===== src/rtl/branch_resolve_unit.sv =====
// branch_resolve_unit: in-order prediction record FIFO between IF and EX.
// Resolves each record at EX, emits flush/redirect and BTB update pulses.
module branch_resolve_unit #(
   parameter int DEPTH = 4,
   parameter int CNT_W = 16
) (
   input  logic                     clk,
   input  logic                     rst_n,
   input  logic                     push,
   input  logic [31:0]              push_pc,
   input  logic                     push_hit,
   input  logic [31:0]              push_pred_pc,
   input  logic                     ex_valid,
   input  logic [31:0]              ex_pc,
   input  logic                     ex_is_br,
   input  logic                     ex_br_en,
   input  logic [31:0]              ex_target,
   output logic                     full,
   output logic                     empty,
   output logic [$clog2(DEPTH):0]   count,
   output logic                     mispredict,
   output logic [31:0]              redirect_pc,
   output logic                     btb_load,
   output logic                     br_en,
   output logic [31:0]              pc_address_ex,
   output logic [31:0]              br_address,
   output logic                     order_err,
   output logic [CNT_W-1:0]         br_count,
   output logic [CNT_W-1:0]         mp_count
);

   localparam int AW = $clog2(DEPTH);
   localparam int CW = AW + 1;

   typedef struct packed {
      logic [31:0] pc;
      logic        hit;
      logic [31:0] pred_pc;
   } rec_t;

   rec_t            mem [DEPTH];
   logic [AW-1:0]   wr_ptr;
   logic [AW-1:0]   rd_ptr;
   logic [CW-1:0]   cnt;

   rec_t            head;
   logic            pop;
   logic            push_ok;
   logic            pop_on_empty;
   logic            pc_mismatch;
   logic [31:0]     actual;
   logic [31:0]     predicted;
   logic            miss;

   assign full  = (cnt == CW'(DEPTH));
   assign empty = (cnt == '0);
   assign count = cnt;
   assign head  = mem[rd_ptr];

   // Resolution compare and handshake qualification; a flush cycle
   // treats both push and ex_valid as wrong-path and ignores them.
   always_comb begin
      pop          = ex_valid && !empty && !mispredict;
      push_ok      = push && (!full || pop) && !mispredict;
      pop_on_empty = ex_valid && empty && !mispredict;
      pc_mismatch  = pop && (ex_pc != head.pc);
      actual       = (ex_is_br && ex_br_en) ? ex_target
                                            : ex_pc + 32'd4;
      predicted    = head.hit ? head.pred_pc
                              : head.pc + 32'd4;
      miss         = pop && (actual != predicted);
   end

   // Record storage; contents need no reset since cnt gates every read.
   always_ff @(posedge clk) begin
      if (push_ok) begin
         mem[wr_ptr] <= '{pc: push_pc,
                          hit: push_hit,
                          pred_pc: push_pred_pc};
      end
   end

   // Pointer and occupancy tracking, cleared wholesale on a flush.
   always_ff @(posedge clk or negedge rst_n) begin
      if (!rst_n) begin
         wr_ptr <= '0;
         rd_ptr <= '0;
         cnt    <= '0;
      end else if (mispredict) begin
         wr_ptr <= '0;
         rd_ptr <= '0;
         cnt    <= '0;
      end else begin
         if (push_ok) wr_ptr <= wr_ptr + AW'(1);
         if (pop)     rd_ptr <= rd_ptr + AW'(1);
         cnt <= cnt + CW'(push_ok) - CW'(pop);
      end
   end

   // Registered flush/redirect and BTB update pulses; data holds.
   always_ff @(posedge clk or negedge rst_n) begin
      if (!rst_n) begin
         mispredict    <= 1'b0;
         redirect_pc   <= '0;
         btb_load      <= 1'b0;
         br_en         <= 1'b0;
         pc_address_ex <= '0;
         br_address    <= '0;
      end else begin
         mispredict <= miss;
         btb_load   <= pop && ex_is_br;
         if (pop) begin
            redirect_pc   <= actual;
            br_en         <= ex_br_en;
            pc_address_ex <= ex_pc;
            br_address    <= ex_target;
         end
      end
   end

   // Sticky ordering error: resolve on empty or PC out of order.
   always_ff @(posedge clk or negedge rst_n) begin
      if (!rst_n) begin
         order_err <= 1'b0;
      end else if (pop_on_empty || pc_mismatch) begin
         order_err <= 1'b1;
      end
   end

   // Saturating counters, stepping in the same edge as their pulses.
   always_ff @(posedge clk or negedge rst_n) begin
      if (!rst_n) begin
         br_count <= '0;
         mp_count <= '0;
      end else begin
         if (pop && ex_is_br && (br_count != '1))
            br_count <= br_count + CNT_W'(1);
         if (miss && (mp_count != '1))
            mp_count <= mp_count + CNT_W'(1);
      end
   end

endmodule


===== config.mk =====
export PLATFORM = sky130hd
export DESIGN_NAME = branch_resolve_unit
export DESIGN_NICKNAME = d
export VERILOG_FILES = /design/src/rtl/branch_resolve_unit.sv
export SDC_FILE = /design/constraint.sdc
export NUM_CORES = 1
export LEC_CHECK = 0
export ABC_AREA = 1
export CORE_MARGIN = 8
export CORE_UTILIZATION = 40
export CTS_BUF_LIST = sky130_fd_sc_hd__clkbuf_8 sky130_fd_sc_hd__clkbuf_16
export CTS_CLUSTER_DIAMETER = 30
export DETAILED_ROUTE_END_ITERATION = 8
export GPL_TIMING_DRIVEN = 0
export MAX_ROUTING_LAYER = met4
export SLEW_MARGIN = 20
export SYNTH_ARGS = -nofsm -noshare
export SYNTH_HDL_FRONTEND = slang
export SYNTH_SLANG_ARGS = --single-unit
export TNS_END_PERCENT = 30

===== constraint.sdc =====
create_clock -name clk -period 4.9 [get_ports clk]
set_clock_uncertainty 0.15 [all_clocks]
set_input_delay 1.47 -clock clk [delete_from_list [all_inputs] [get_ports clk]]
set_output_delay 1.47 -clock clk [all_outputs]
set_load 0.05 [all_outputs]

# Yosys cells after proc, flatten, opt, wreduce, memory -nomap -nowiden
# Memory sizes are Yosys's and may differ from the RTL's.
# Index checks and enable logic that the tools add are counted.
totals:
  reg_bits: 139
  latch_bits: 0
  ramBits: 260
  romBits: 0
  input_bits: 135
  out_inout_bits: 137
  elab_cells: 55
  memories: 1
mem_list:
  columns: ["name", "words", "width", "rd", "rd_ports_with_merged_regs", "write_ports", "line_no", "source"]
  rows:
  - ["mem", 4, 65, 1, 0, 1, "41", "rec_t mem [DEPTH];"]
op_classes:
  addsub: 8
  n_mul: 0
  div: 0
  n_lt_le_gt_ge: 0
  eq_ne: 5
  shifts: 0
  mux: 9
  bitwise_logic: 0
  reduce_logical: 20
op_table:
  columns: ["cell", "n"]
  rows:
  - ["$add 32x3->32 const B", 2]
  - ["$mux 32", 2]
  - ["$ne 32x32->1", 2]
  - ["$add 16x1->16 const B", 2]
  - ["$ne 16x16->1 const B", 2]
  - ["$logic_and 1x1->1", 12]
  - ["$mux 2", 4]
  - ["$add 2x1->2 const B", 2]
  - ["$reduce_bool 2->1", 2]
  - ["$add 3x1->3", 1]
  - ["$eq 3x3->1 const B", 1]
  - ["$logic_not 1->1", 3]
  - ["$logic_not 3->1", 1]
  - ["$mux 3", 1]
  - ["$sub 3x1->3", 1]
  - ["$logic_or 1x1->1", 2]
  - ["$mux 1", 2]

# Longest topological paths before layout
logic_depth:
  depth_word: 10
  ltp_mapped: 27
  depth_no_buf: 24

# Least setup slack after synthesis
# OpenSTA, ideal clock, no wires.
synth_path:
  path_kind: "input -> register"
  from: "input port ex_valid"
  to: "memory mem[0][0] in the netlist's numbering, enable pin"
  setup_time_ps: 488
  arrival_time_ps: 4621
  required_time_ps: 4262
  slack_ps: -360
  path_stages: 6
  n_path_buf: 0
  path_cell_list: "nand2_1 > nand2_1 > nand2_1 > inv_1 > nand2_1 > nor2_1"
synth_between:
  elab_chain_cells: 7
synth_rtl:
  columns: ["element", "line_no", "source"]
  rows:
  - ["start: declaration", "13", "input logic ex_valid,"]
  - ["$logic_and 1x1->1 (2 in a row)", "63", "pop = ex_valid && !empty && !mispredict;"]
  - ["$logic_or 1x1->1", "64", "push_ok = push && (!full || pop) && !mispredict;"]
  - ["$logic_and 1x1->1 (2 in a row)", "64", null]
  - ["$mux 1", "76", "if (push_ok) begin"]
  - ["$mux 1 (implied by the code)", "77", "mem[wr_ptr] <= '{pc: push_pc,"]
  - ["end: declaration", "41", null]
# No other way between the ends.

# Final worst setup path
layout_path:
  from: "register cnt[1] (netlist: count[1])"
  to: "output port empty"
layout_between:
  elab_chain_cells: 1
layout_rtl:
  columns: ["element", "line_no", "source"]
  rows:
  - ["start: declaration", "44", "logic [CW-1:0] cnt;"]
  - ["start signal: assignment", "96", "cnt <= cnt + CW'(push_ok) - CW'(pop);"]
  - ["$logic_not 3->1", "56", "assign empty = (cnt == '0);"]
  - ["end: declaration", "19", "output logic empty,"]
# No other way between the ends.

==> metrics.md <==
| Metric | Value |
|---|---|
| Layout Nets | `2685` |
| Hold Crit Start | `br_address[20]` |
| Int Pwr | `10800 uW` |
| Cells along the critical path | `nor3_1 > clkdlybuf4s50_1` |
| Clock transition at path regs | `0.04 ns` |
| Post-route ant nets | `0` |
| Placer Congestion | `0.944` |
| Worst rel slew slack | `0.263` |
| Area delta synth->final | `35.4%` |
| TritonCTS clock tree | `built` |
| Most common cell in the netlist | `nand2_1` |
| Combinational Power Share | `0.433` |
| Net switching power | `8100 uW` |
| Vias per cell | `5.28` |
| Post-synthesis mux area share | `0.000579` |
| Routed len/inst | `21.9 microns` |
| Final setup violation count | `0` |
| Total power | `18900 uW` |
| Drt pass-1 iters | `6` |
| Synth warnings | `0` |
| CP Max Fanout | `5` |
| Area after DPL | `23300 sq um` |
| Global-route usage over all layers | `0.256` |
| Most used flip-flop cell after synthesis | `edfxtp_1` |
| Seq pwr share | `0.256` |
| WS Path Type | `flip-flop to primary output` |
| Post-Synth Adder-Cell Area | `0.00746` |
| Synth top cells by count | `nand2_1 (857), edfxtp_1 (260), dfrtp_1 (139)` |
| Period utilisation layout | `0.933` |
| Grt ovf | `0` |
| Die Width | `237 microns` |
| Compound-Gate Fraction of Synth Area | `0.0654` |
| Max Buffers Root-to-Sink | `3` |
| Placement Rows | `81` |
| Top cell type by total area after synthesis | `edfxtp_1` |
| Critical Path Start | `count[1]` |
| Largest net degree at the start of global routing | `83` |
| Floorplan core area | `48400 sq um` |
| Critical Path Slowest Stage Cell | `clkdlybuf4s50_1` |
| CTS resizes | `0` |
| Period minus WS final | `4.57 ns` |
| # clock sinks | `399` |
| Detail Placement HPWL | `54000 microns` |
| Seq/Total Area, Yosys | `0.580` |
| Synth area leaders | `edfxtp_1 (40%), dfrtp_1 (18%), nand2_1 (17%)` |
| Number of clock buffers inserted by TritonCTS | `89` |
| Synthesized cell area | `19500 sq um` |
| Vias | `17083` |
| Element type at the critical path start | `flip-flop` |
| Worst-Skew Late Latency | `0.63 ns` |
| Hold Violations, Final | `0` |
| Largest family of logic cells by synthesized area | `simple AND/OR/NAND/NOR gates` |
| Crit path DAT | `2.95 ns` |
| Vias in the first global route | `16947` |
| Fraction of layout instances using a drive strength above 1 | `0.0946` |
| Pleak | `0.0112 uW` |
| Postcts setup bufs | `0` |
| Post-synthesis net count | `2309` |
| Critical path's largest stage delay | `0.97 ns` |
| Initial DRC count | `1424` |
| Post-synthesis cell count | `2163` |
| Starting Density | `0.402` |
| Worst slew pin tran | `1.10 ns` |
| PD cells | `717 nW/um^2` |
| WL met3 | `5120 microns` |
| Global-route wire length before repair | `106000 microns` |
| Crit path required time | `3.28 ns` |
| Clock Tree Root | `clkbuf_16` |
| VDD IR max | `0.000281 V` |
| Synth Area in Simple Gates | `0.263` |
| Post-synth ARST share | `0.348` |
| Met2 wire len | `33500 microns` |
| Synth cell types | `50` |
| EDFF count, synth | `260` |
| Chip height | `237 microns` |
| Die Footprint | `55900 sq um` |
| Met1 WL | `29900 microns` |
| Status | `complete, no violations` |
| Critical R2R Launch | `rd_ptr[1]` |
| Share of the synthesized area in the top cell type | `0.401` |
| Residual DRC count | `0` |
| I/O Pins | `272` |
| Seq cells post-synth | `399` |
| Switch share | `0.429` |
| Clk pwr share | `0.311` |
| Buffers on Ports | `270` |
| Syn avg cell area | `8.99 sq um` |
| Pins Over Slew Limit | `0` |
| Synth Area in XOR/XNOR | `0.0329` |
| Max_cap viols | `0` |
| H-tree depth | `3` |
| RSZ-0062 raised after global routing | `no` |
| Top layer in use | `met4` |
| Post-route cell area | `26300 sq um` |
| Crit end category | `primary output` |
| Fmax | `219 MHz` |
| Min-Delay Path Class | `flip-flop to flip-flop` |
| Hold buffers post-CTS | `0` |
| Initial antenna violation count | `2` |
| Total wire length | `70800 microns` |
-- power by group through the flow --
| stage | clock network [uW] | registers (uW) | logic, uW |
|---|---|---|---|
| after global routing | 6130 | 4890 | 8820 |
| after detailed placement | 0 | 4880 | 8160 |
| after CTS | 5940 | 4830 | 8200 |
| after floorplan | 0 | 6330 | 3530 |
| after global placement | 0 | 4930 | 7920 |
| final | 5870 | 4830 | 8180 |
-- metrics by stage --
| step | setup slack, ns | hold WS, ns | setup TNS (ns) | std cells | util |
|---|---|---|---|---|---|
| after floorplan | -0.360 | 0.342 | -93.53 | 2163 | - |
| after global placement | -3.68 | 0.303 | -1419.21 | 3055 | 0.473 |
| after detailed placement | -0.219 | 0.307 | -2.58 | 3070 | 0.481 |
| after CTS | 0.321 | 0.319 | 0 | 3232 | 0.544 |
| after global routing | 0.113 | 0.337 | 0 | 3234 | 0.544 |
| final | 0.331 | 0.316 | 0 | 3234 | 0.544 |
-- cell families (layout without fill, tap and decap cells) --
| group | after synthesis | in the layout |
|---|---|---|
| xor gates and xnor gates | 73 | 73 |
| other | 0 | 2 |
| adders and majority gates | 11 | 11 |
| buffers and inverters | 227 | 674 |
| and+or+nand+nor | 1232 | 1232 |
| DFF | 399 | 399 |
| muxes | 1 | 1 |
| AOI/OAI and AO/OA | 220 | 220 |
-- sequential cells by signal (all words and copies together) (netlist names) --
| signal | flops |
|---|---|
| br_address | 32 |
| mispredict | 1 |
| wr_ptr | 2 |
| redirect_pc | 32 |
| order_err | 1 |
| pc_address_ex | 32 |
| mp_count | 16 |
| br_en | 1 |
| mem | 260 |
| count | 3 |
| br_count | 16 |
| btb_load | 1 |
| rd_ptr | 2 |
-- cells in the final DEF, fill, tap and decap left out, types with 4 or more instances in the layout --
master             n
buf_6              7
nor2_2            14
o21ai_0          117
nor3_1            21
nand2_1          857
buf_12             8
clkinv_2          15
edfxtp_1         260
nor4_1            10
a32o_1            16
clkinvlp_4         7
a31oi_1            4
xor2_1            60
buf_1              5
ha_1              10
o22ai_1           16
buf_16             7
bufinv_16         12
o21ai_1            4
inv_2              9
a21oi_1           41
nor2_4             7
nand2_2           10
buf_4              9
nor2_1           128
nand3b_1           4
nand4_1           36
xnor2_1           13
inv_1            143
a22oi_1            8
nand3_1          134
clkdlybuf4s50_1  269
clkbuf_16         89
clkinv_1          14
dfrtp_1          139
buf_2             28
clkbuf_1          36
inv_6              5
-- final cells by class --
cell class,count,area (sq um)
buffer,85,440
clock inverter,71,756
antenna,2,5.00
fill,4369,22100
timing repair buffer,285,3060
tap,622,778
multi-input combinational,1537,7220
clock buffer,91,2250
inverter,142,538
sequential,399,11300
-- layer usage --
metal,vias to the layer above,GRT usage
met5,-,-
met4,0,0.0951
met3,134,0.0487
met2,697,0.407
met1,8278,0.324
li1,7974,-
-- worst paths after layout --
check,to,slack (ns),depth (start not counted)
worst max-delay path,empty,0.33,2
worst min-delay path,br_address[20],0.32,2
worst max register to register,mp_count[12],0.97,15
worst min register to register,br_address[20],0.32,2
max in group asynchronous,pc_address_ex[21],3.19,2
min in group asynchronous,mp_count[9],0.62,1
-- worst max-delay path: cells and delay by family, from the launching register on --
family | cells | cell delay, ns
buf+inv | 1 | 0.97
flops | 1 | 0.45
simple gates | 1 | 0.90
No activity file was read; power rests on OpenSTA's default activity.
